## config.mk

```make
export PLATFORM = sky130hd
export DESIGN_NAME = dl_prom_flat
export DESIGN_NICKNAME = d
export VERILOG_FILES = /design/src/rtl/dl_prom_if.sv /design/src/rtl/dl_prom.sv /design/src/flat_wrapper.sv
export SDC_FILE = /design/constraint.sdc
export NUM_CORES = 1
export LEC_CHECK = 0
export ABC_CLOCK_PERIOD_IN_PS = 4400
export CORE_UTILIZATION = 65
export DETAILED_ROUTE_END_ITERATION = 16
export HOLD_SLACK_MARGIN = 0.03
export PLACE_DENSITY_LB_ADDON = 0.15
export REMOVE_ABC_BUFFERS = 1
export SYNTH_ARGS = -nofsm -noshare
export SYNTH_HDL_FRONTEND = slang
export SYNTH_SLANG_ARGS = --single-unit
```

## constraint.sdc

```tcl
create_clock -name clk -period 4.4 [get_ports clk]
set_input_delay 0.88 -clock clk [delete_from_list [all_inputs] [get_ports clk]]
set_output_delay 0.88 -clock clk [all_outputs]
set_load 0.03 [all_outputs]
```

## src/rtl/dl_prom_if.sv

```systemverilog
// ioctl download bus plus PROM read port, bundled for dl_prom.
// The master side is the HPS/ioctl and read requester; the slave side is the PROM.
interface dl_prom_if #(
   parameter int ADDR_W = 8,
   parameter int DATA_W = 4
);
   logic              ioctl_download;
   logic [7:0]        ioctl_index;
   logic              ioctl_wr;
   logic [24:0]       ioctl_addr;
   logic [7:0]        ioctl_dout;
   logic [ADDR_W-1:0] addr;
   logic              cs;
   logic [DATA_W-1:0] dout;
   logic              dout_valid;
   logic              loaded;
   logic              load_err;

   modport master (
      output ioctl_download, ioctl_index, ioctl_wr, ioctl_addr, ioctl_dout, addr, cs,
      input  dout, dout_valid, loaded, load_err
   );

   modport slave (
      input  ioctl_download, ioctl_index, ioctl_wr, ioctl_addr, ioctl_dout, addr, cs,
      output dout, dout_valid, loaded, load_err
   );
endinterface

```

## src/rtl/dl_prom.sv

```systemverilog
// Run-time loadable PROM fed from the ioctl download stream; read latency 1 (OUT_REG=0) or 2.
// Never stalls: reads during a load return raw array contents with dout_valid low.
module dl_prom #(
   parameter int          ADDR_W  = 8,
   parameter int          DATA_W  = 4,
   parameter logic [7:0]  IDX     = 8'd0,
   parameter logic [24:0] BASE    = 25'h0,
   parameter bit          OUT_REG = 1'b1
) (
   input  logic      clk,
   input  logic      reset,
   dl_prom_if.slave  bus
);
   localparam int          DEPTH  = 2 ** ADDR_W;
   localparam int          CNT_W  = ADDR_W + 1;
   localparam logic [25:0] WIN_LO = {1'b0, BASE};
   localparam logic [25:0] WIN_HI = WIN_LO + 26'(DEPTH) - 26'd1;

   typedef enum logic {IDLE, LOAD} state_t;

   state_t            state_q, state_d;
   logic              dl_q;
   logic [CNT_W-1:0]  wcount_q, wcount_d, wcount_inc;
   logic              loaded_q, loaded_d;
   logic              load_err_q, load_err_d;
   logic              sel, in_win, dl_rise, we;
   logic [ADDR_W-1:0] waddr;
   logic [DATA_W-1:0] wdata;
   logic [DATA_W-1:0] mem [DEPTH];
   logic [DATA_W-1:0] r1_q;
   logic              v1_q;

   assign sel     = (bus.ioctl_index == IDX);
   assign in_win  = ({1'b0, bus.ioctl_addr} >= WIN_LO) && ({1'b0, bus.ioctl_addr} <= WIN_HI);
   assign dl_rise = bus.ioctl_download & ~dl_q;
   assign waddr   = ADDR_W'(bus.ioctl_addr - BASE);
   assign wdata   = DATA_W'(bus.ioctl_dout);

   always_comb begin
      state_d    = state_q;
      wcount_d   = wcount_q;
      wcount_inc = wcount_q;
      loaded_d   = loaded_q;
      load_err_d = load_err_q;
      we         = 1'b0;
      case (state_q)
         IDLE: begin
            if (dl_rise && sel) begin
               state_d    = LOAD;
               wcount_d   = '0;
               loaded_d   = 1'b0;
               load_err_d = 1'b0;
            end
         end
         LOAD: begin
            we = bus.ioctl_wr & in_win;
            if (we && (wcount_q != CNT_W'(DEPTH)))
               wcount_inc = wcount_q + 1'b1;
            wcount_d = wcount_inc;
            // The closing write is folded into the count before the completeness test.
            if (!bus.ioctl_download) begin
               state_d    = IDLE;
               loaded_d   = (wcount_inc == CNT_W'(DEPTH));
               load_err_d = (wcount_inc != CNT_W'(DEPTH));
            end
         end
         default: state_d = IDLE;
      endcase
   end

   // dl_q resets high so a download already running at reset is not mistaken for a new one.
   always_ff @(posedge clk) begin
      if (reset) begin
         state_q    <= IDLE;
         dl_q       <= 1'b1;
         wcount_q   <= '0;
         loaded_q   <= 1'b0;
         load_err_q <= 1'b0;
      end else begin
         state_q    <= state_d;
         dl_q       <= bus.ioctl_download;
         wcount_q   <= wcount_d;
         loaded_q   <= loaded_d;
         load_err_q <= load_err_d;
      end
   end

   always_ff @(posedge clk) begin
      if (we && !reset)
         mem[waddr] <= wdata;
   end

   always_ff @(posedge clk) begin
      if (reset) begin
         r1_q <= '0;
         v1_q <= 1'b0;
      end else begin
         if (bus.cs)
            r1_q <= mem[bus.addr];
         v1_q <= bus.cs & loaded_q & (state_q == IDLE);
      end
   end

   generate
      if (OUT_REG) begin : g_oreg
         logic [DATA_W-1:0] dout_q;
         logic              vld_q;
         always_ff @(posedge clk) begin
            if (reset) begin
               dout_q <= '0;
               vld_q  <= 1'b0;
            end else begin
               dout_q <= r1_q;
               vld_q  <= v1_q;
            end
         end
         assign bus.dout       = dout_q;
         assign bus.dout_valid = vld_q;
      end else begin : g_noreg
         assign bus.dout       = r1_q;
         assign bus.dout_valid = v1_q;
      end
   endgenerate

   assign bus.loaded   = loaded_q;
   assign bus.load_err = load_err_q;
endmodule

```

## src/flat_wrapper.sv

```systemverilog
// flat-port wrapper written by rule: the top's interface ports become plain ports
module dl_prom_flat 
#(
   parameter int          ADDR_W  = 8,
   parameter int          DATA_W  = 4,
   parameter logic [7:0]  IDX     = 8'd0,
   parameter logic [24:0] BASE    = 25'h0,
   parameter bit          OUT_REG = 1'b1
)
  (clk, reset, bus_ioctl_download, bus_ioctl_index, bus_ioctl_wr, bus_ioctl_addr, bus_ioctl_dout, bus_addr, bus_cs, bus_dout, bus_dout_valid, bus_loaded, bus_load_err);
  dl_prom_if #(.ADDR_W(ADDR_W), .DATA_W(DATA_W)) bus_i ();
  input  logic clk;
  input  logic reset;
  input wire logic [$bits(bus_i.ioctl_download)-1:0] bus_ioctl_download;
  input wire logic [$bits(bus_i.ioctl_index)-1:0] bus_ioctl_index;
  input wire logic [$bits(bus_i.ioctl_wr)-1:0] bus_ioctl_wr;
  input wire logic [$bits(bus_i.ioctl_addr)-1:0] bus_ioctl_addr;
  input wire logic [$bits(bus_i.ioctl_dout)-1:0] bus_ioctl_dout;
  input wire logic [$bits(bus_i.addr)-1:0] bus_addr;
  input wire logic [$bits(bus_i.cs)-1:0] bus_cs;
  output wire logic [$bits(bus_i.dout)-1:0] bus_dout;
  output wire logic [$bits(bus_i.dout_valid)-1:0] bus_dout_valid;
  output wire logic [$bits(bus_i.loaded)-1:0] bus_loaded;
  output wire logic [$bits(bus_i.load_err)-1:0] bus_load_err;
  assign bus_i.ioctl_download = bus_ioctl_download;
  assign bus_i.ioctl_index = bus_ioctl_index;
  assign bus_i.ioctl_wr = bus_ioctl_wr;
  assign bus_i.ioctl_addr = bus_ioctl_addr;
  assign bus_i.ioctl_dout = bus_ioctl_dout;
  assign bus_i.addr = bus_addr;
  assign bus_i.cs = bus_cs;
  assign bus_dout = bus_i.dout;
  assign bus_dout_valid = bus_i.dout_valid;
  assign bus_loaded = bus_i.loaded;
  assign bus_load_err = bus_i.load_err;
  dl_prom #(.ADDR_W(ADDR_W), .DATA_W(DATA_W), .IDX(IDX), .BASE(BASE), .OUT_REG(OUT_REG)) u_core (.clk(clk), .reset(reset), .bus(bus_i));
endmodule
```

==> impl_metrics.env <==
export IMPL_status="completed"
export IMPL_vdd_ir_drop_worst_uv=463
export IMPL_setup_viol=0
export IMPL_hold_end="u_core.bus.dout_valid$_SDFF_PP0_"
export IMPL_hold_start="u_core.v1_q$_SDFF_PP0_"
export IMPL_dpl_worst_slack_ps=322
export IMPL_synth_edf_count=1024
export IMPL_grt_pass1_wl_um=144000
export IMPL_r2r_end="u_core.mem[77][1]$_DFFE_PP_"
export IMPL_cts_root_buf="clkbuf_16"
export IMPL_holdPathStages=1
export IMPL_postCtsSetupBuffers=0
export IMPL_die_y_um=256
export IMPL_cts_hold_buf=0
export IMPL_setup_tns_final_ps=0
export IMPL_leakage_uw=0.0148
export IMPL_synth_seq_area_share=0.745
export IMPL_placed_area_um2=43800
export IMPL_async_reset_ff_frac=0
export IMPL_crit_fanout=30
export IMPL_wl_per_cell_um=29.1
export IMPL_drt_iter0_drc=2635
export IMPL_boundaryPins=61
export IMPL_hp_class="register to register"
export IMPL_power_density_nw_per_um2=430
export IMPL_multi_input_area_um2=9900
export IMPL_ant_nets=0
export IMPL_synth_seq_cells=1047
export IMPL_r2r_setup_slack_ps=1030
export IMPL_grt_util_all_layers=0.302
export IMPL_synth_cell_type_count=68
export IMPL_cp_start_kind="input port"
export IMPL_reg2reg_from="u_core.state_q$_SDFF_PP0_"
export IMPL_cp_slowest_stage_delay_ps=730
export IMPL_layout_drive_gt1_share=0.186
export IMPL_diodes=0
export IMPL_wl_um=97600
export IMPL_post_drt_via_cell_ratio=6.73
export IMPL_rsz0062_at_grt="no"
export IMPL_cp_required_ps=5010
export IMPL_overflow=0
export IMPL_arrival_ps=4110
export IMPL_clockBufferDepth=3
export IMPL_max_cap_viol_count=0
export IMPL_avgSynthCellArea_um2=18.3
export IMPL_place_congestion=0.923
export IMPL_crit_chain="buf_2 -> nand2_1 -> buf_4 -> o221ai_1 -> o22ai_1 -> o21ai_0 -> a21oi_1 -> nor4b_1 -> a221o_1"
export IMPL_cts_buffers=98
export IMPL_dp_hpwl_um=61600
export IMPL_final_common_cell="edfxtp_1"
export IMPL_grt_antenna_before_repair=0
export IMPL_regArea_um2=31200
export IMPL_reg2reg_depth=4
export IMPL_tritoncts="built"
export IMPL_cts_resized=0
export IMPL_fin_area_um2=46900
export IMPL_start_util=0.661
export IMPL_htree_levels=3
export IMPL_syn_area_um2=41900
export IMPL_insertion_delay_ps=670
export IMPL_grt_pass1_vias=22900
export IMPL_clk_pin_slew_ps=60
export IMPL_fill_cells=3648
export IMPL_io_buffers=56
export IMPL_skew_ps=24.4
export IMPL_fin_crit_sh=0.796
export IMPL_cp_slowest_cell="buf_2"
export IMPL_drc=0
export IMPL_die_w_um=256
export IMPL_ys_warn_count=0
export IMPL_syn_inst=2288
export IMPL_grt_max_degree=120
export IMPL_path_class="input port to register"
export IMPL_core_area_um2=63400
export IMPL_total_power_uw=20200
export IMPL_finalNonFillerCells=3349
export IMPL_cts_sinks=1047
export IMPL_tightest_slew_ps=1200
export IMPL_syn_to_final_growth_pct=11.9
export IMPL_dp_cells=3169
export IMPL_num_rows=92
export IMPL_worstSetupEndpointType="register"
export IMPL_layout_nets=2479
export IMPL_max_slew_margin=0.194
export IMPL_finalWorstSetupSlack_ps=897
export IMPL_hold_viol=0
export IMPL_fmax_mhz=285
export IMPL_yosys_most_used_dff="edfxtp_1"
export IMPL_final_cell_mix="1024 x edfxtp_1, 277 x nor2_1, 188 x mux4_2"
export IMPL_vias=22600
export IMPL_fp_dieArea_um2=65500
export IMPL_dr_pass1_iters=5
export IMPL_fin_crit_ps=3500
export IMPL_slew_viol_final=0
## synthesized netlist by cell type (all sizes together), types with 20 or more instances
library cell     n  share of area
edfxtp        1024           0.73
nor2           278          0.025
mux4           193           0.10
mux2i          145          0.035
nand2           86         0.0077
buf             68          0.012
clkbuf          67         0.0061
nand3           44         0.0053
o22ai           44         0.0066
a21oi           30         0.0036
dfxtp           23          0.011
o21ai           21         0.0025
a22oi           20         0.0036
o221ai          20         0.0042
## per-stage QoR
stage                      util  hold slack (ps)
final                     0.739              455
after CTS                 0.739              460
after detailed placement  0.690              433
after floorplan               -              414
after global routing      0.739              490
after global placement    0.690              418
## critical path: cells and delay by family
family / cells / cell delay [ps]
compound gates: 5 / 990
buf+inv: 2 / 1100
simple gates: 2 / 1080
## where the power goes
part           switching [uW]  total, uW  internal [uW]
sequential               5.15      10900          10900
combinational             621       1000            380
clock                    3540       8230           4690
## registers in the layout (all words and copies together), names as in the netlist
name	flops
u_core.mem	1024
u_core.v1_q	1
u_core.dl_q	1
u_core.bus.load_err	1
u_core.r1_q	4
u_core.bus.loaded	1
u_core.state_q	1
u_core.wcount_q	9
u_core.bus.dout_valid	1
u_core.bus.dout	4
## how the worst max path moves through the flow
stage                                   from                           end  slack (ps)  depth (start not counted)
final                            bus_addr[2]   u_core.r1_q[3]$_SDFFE_PP0P_         900                          9
after global routing             bus_addr[2]   u_core.r1_q[3]$_SDFFE_PP0P_         820                          9
after CTS                 bus_ioctl_addr[10]   u_core.mem[93][2]$_DFFE_PP_        1030                          5
after detailed placement  bus_ioctl_addr[10]   u_core.mem[77][0]$_DFFE_PP_         320                          5
after global placement    bus_ioctl_addr[10]  u_core.mem[171][3]$_DFFE_PP_         370                          5
after floorplan           bus_ioctl_addr[10]  u_core.mem[240][0]$_DFFE_PP_         660                          5
## cells by family after synthesis
group | Yosys count | share of synthesized area
compound gates | 223 | 0.0383
xor+xnor | 1 | 0.000209
fa+ha+maj | 2 | 0.000597
buf+inv | 144 | 0.0193
flops | 1047 | 0.745
mux | 342 | 0.140
simple gates | 529 | 0.0570
## metal layers
metal  GRT usage  wire (um)  part of all wire
met3      0.0635       9150             0.094
met1       0.413      37100              0.38
met2       0.493      48000              0.49
met4       0.104       3340             0.034
met5           0          0                 0
## cell type report
type / instances / share of cell area
clock buffers: 129 / 0.0563
clock inverters: 51 / 0.0100
inverters: 9 / 0.000720
multi-input cells: 1097 / 0.211
flip-flops and latches: 1047 / 0.665
well taps: 846 / 0.0226
repair buffers: 170 / 0.0338
No activity file was read; power rests on OpenSTA's default activity.
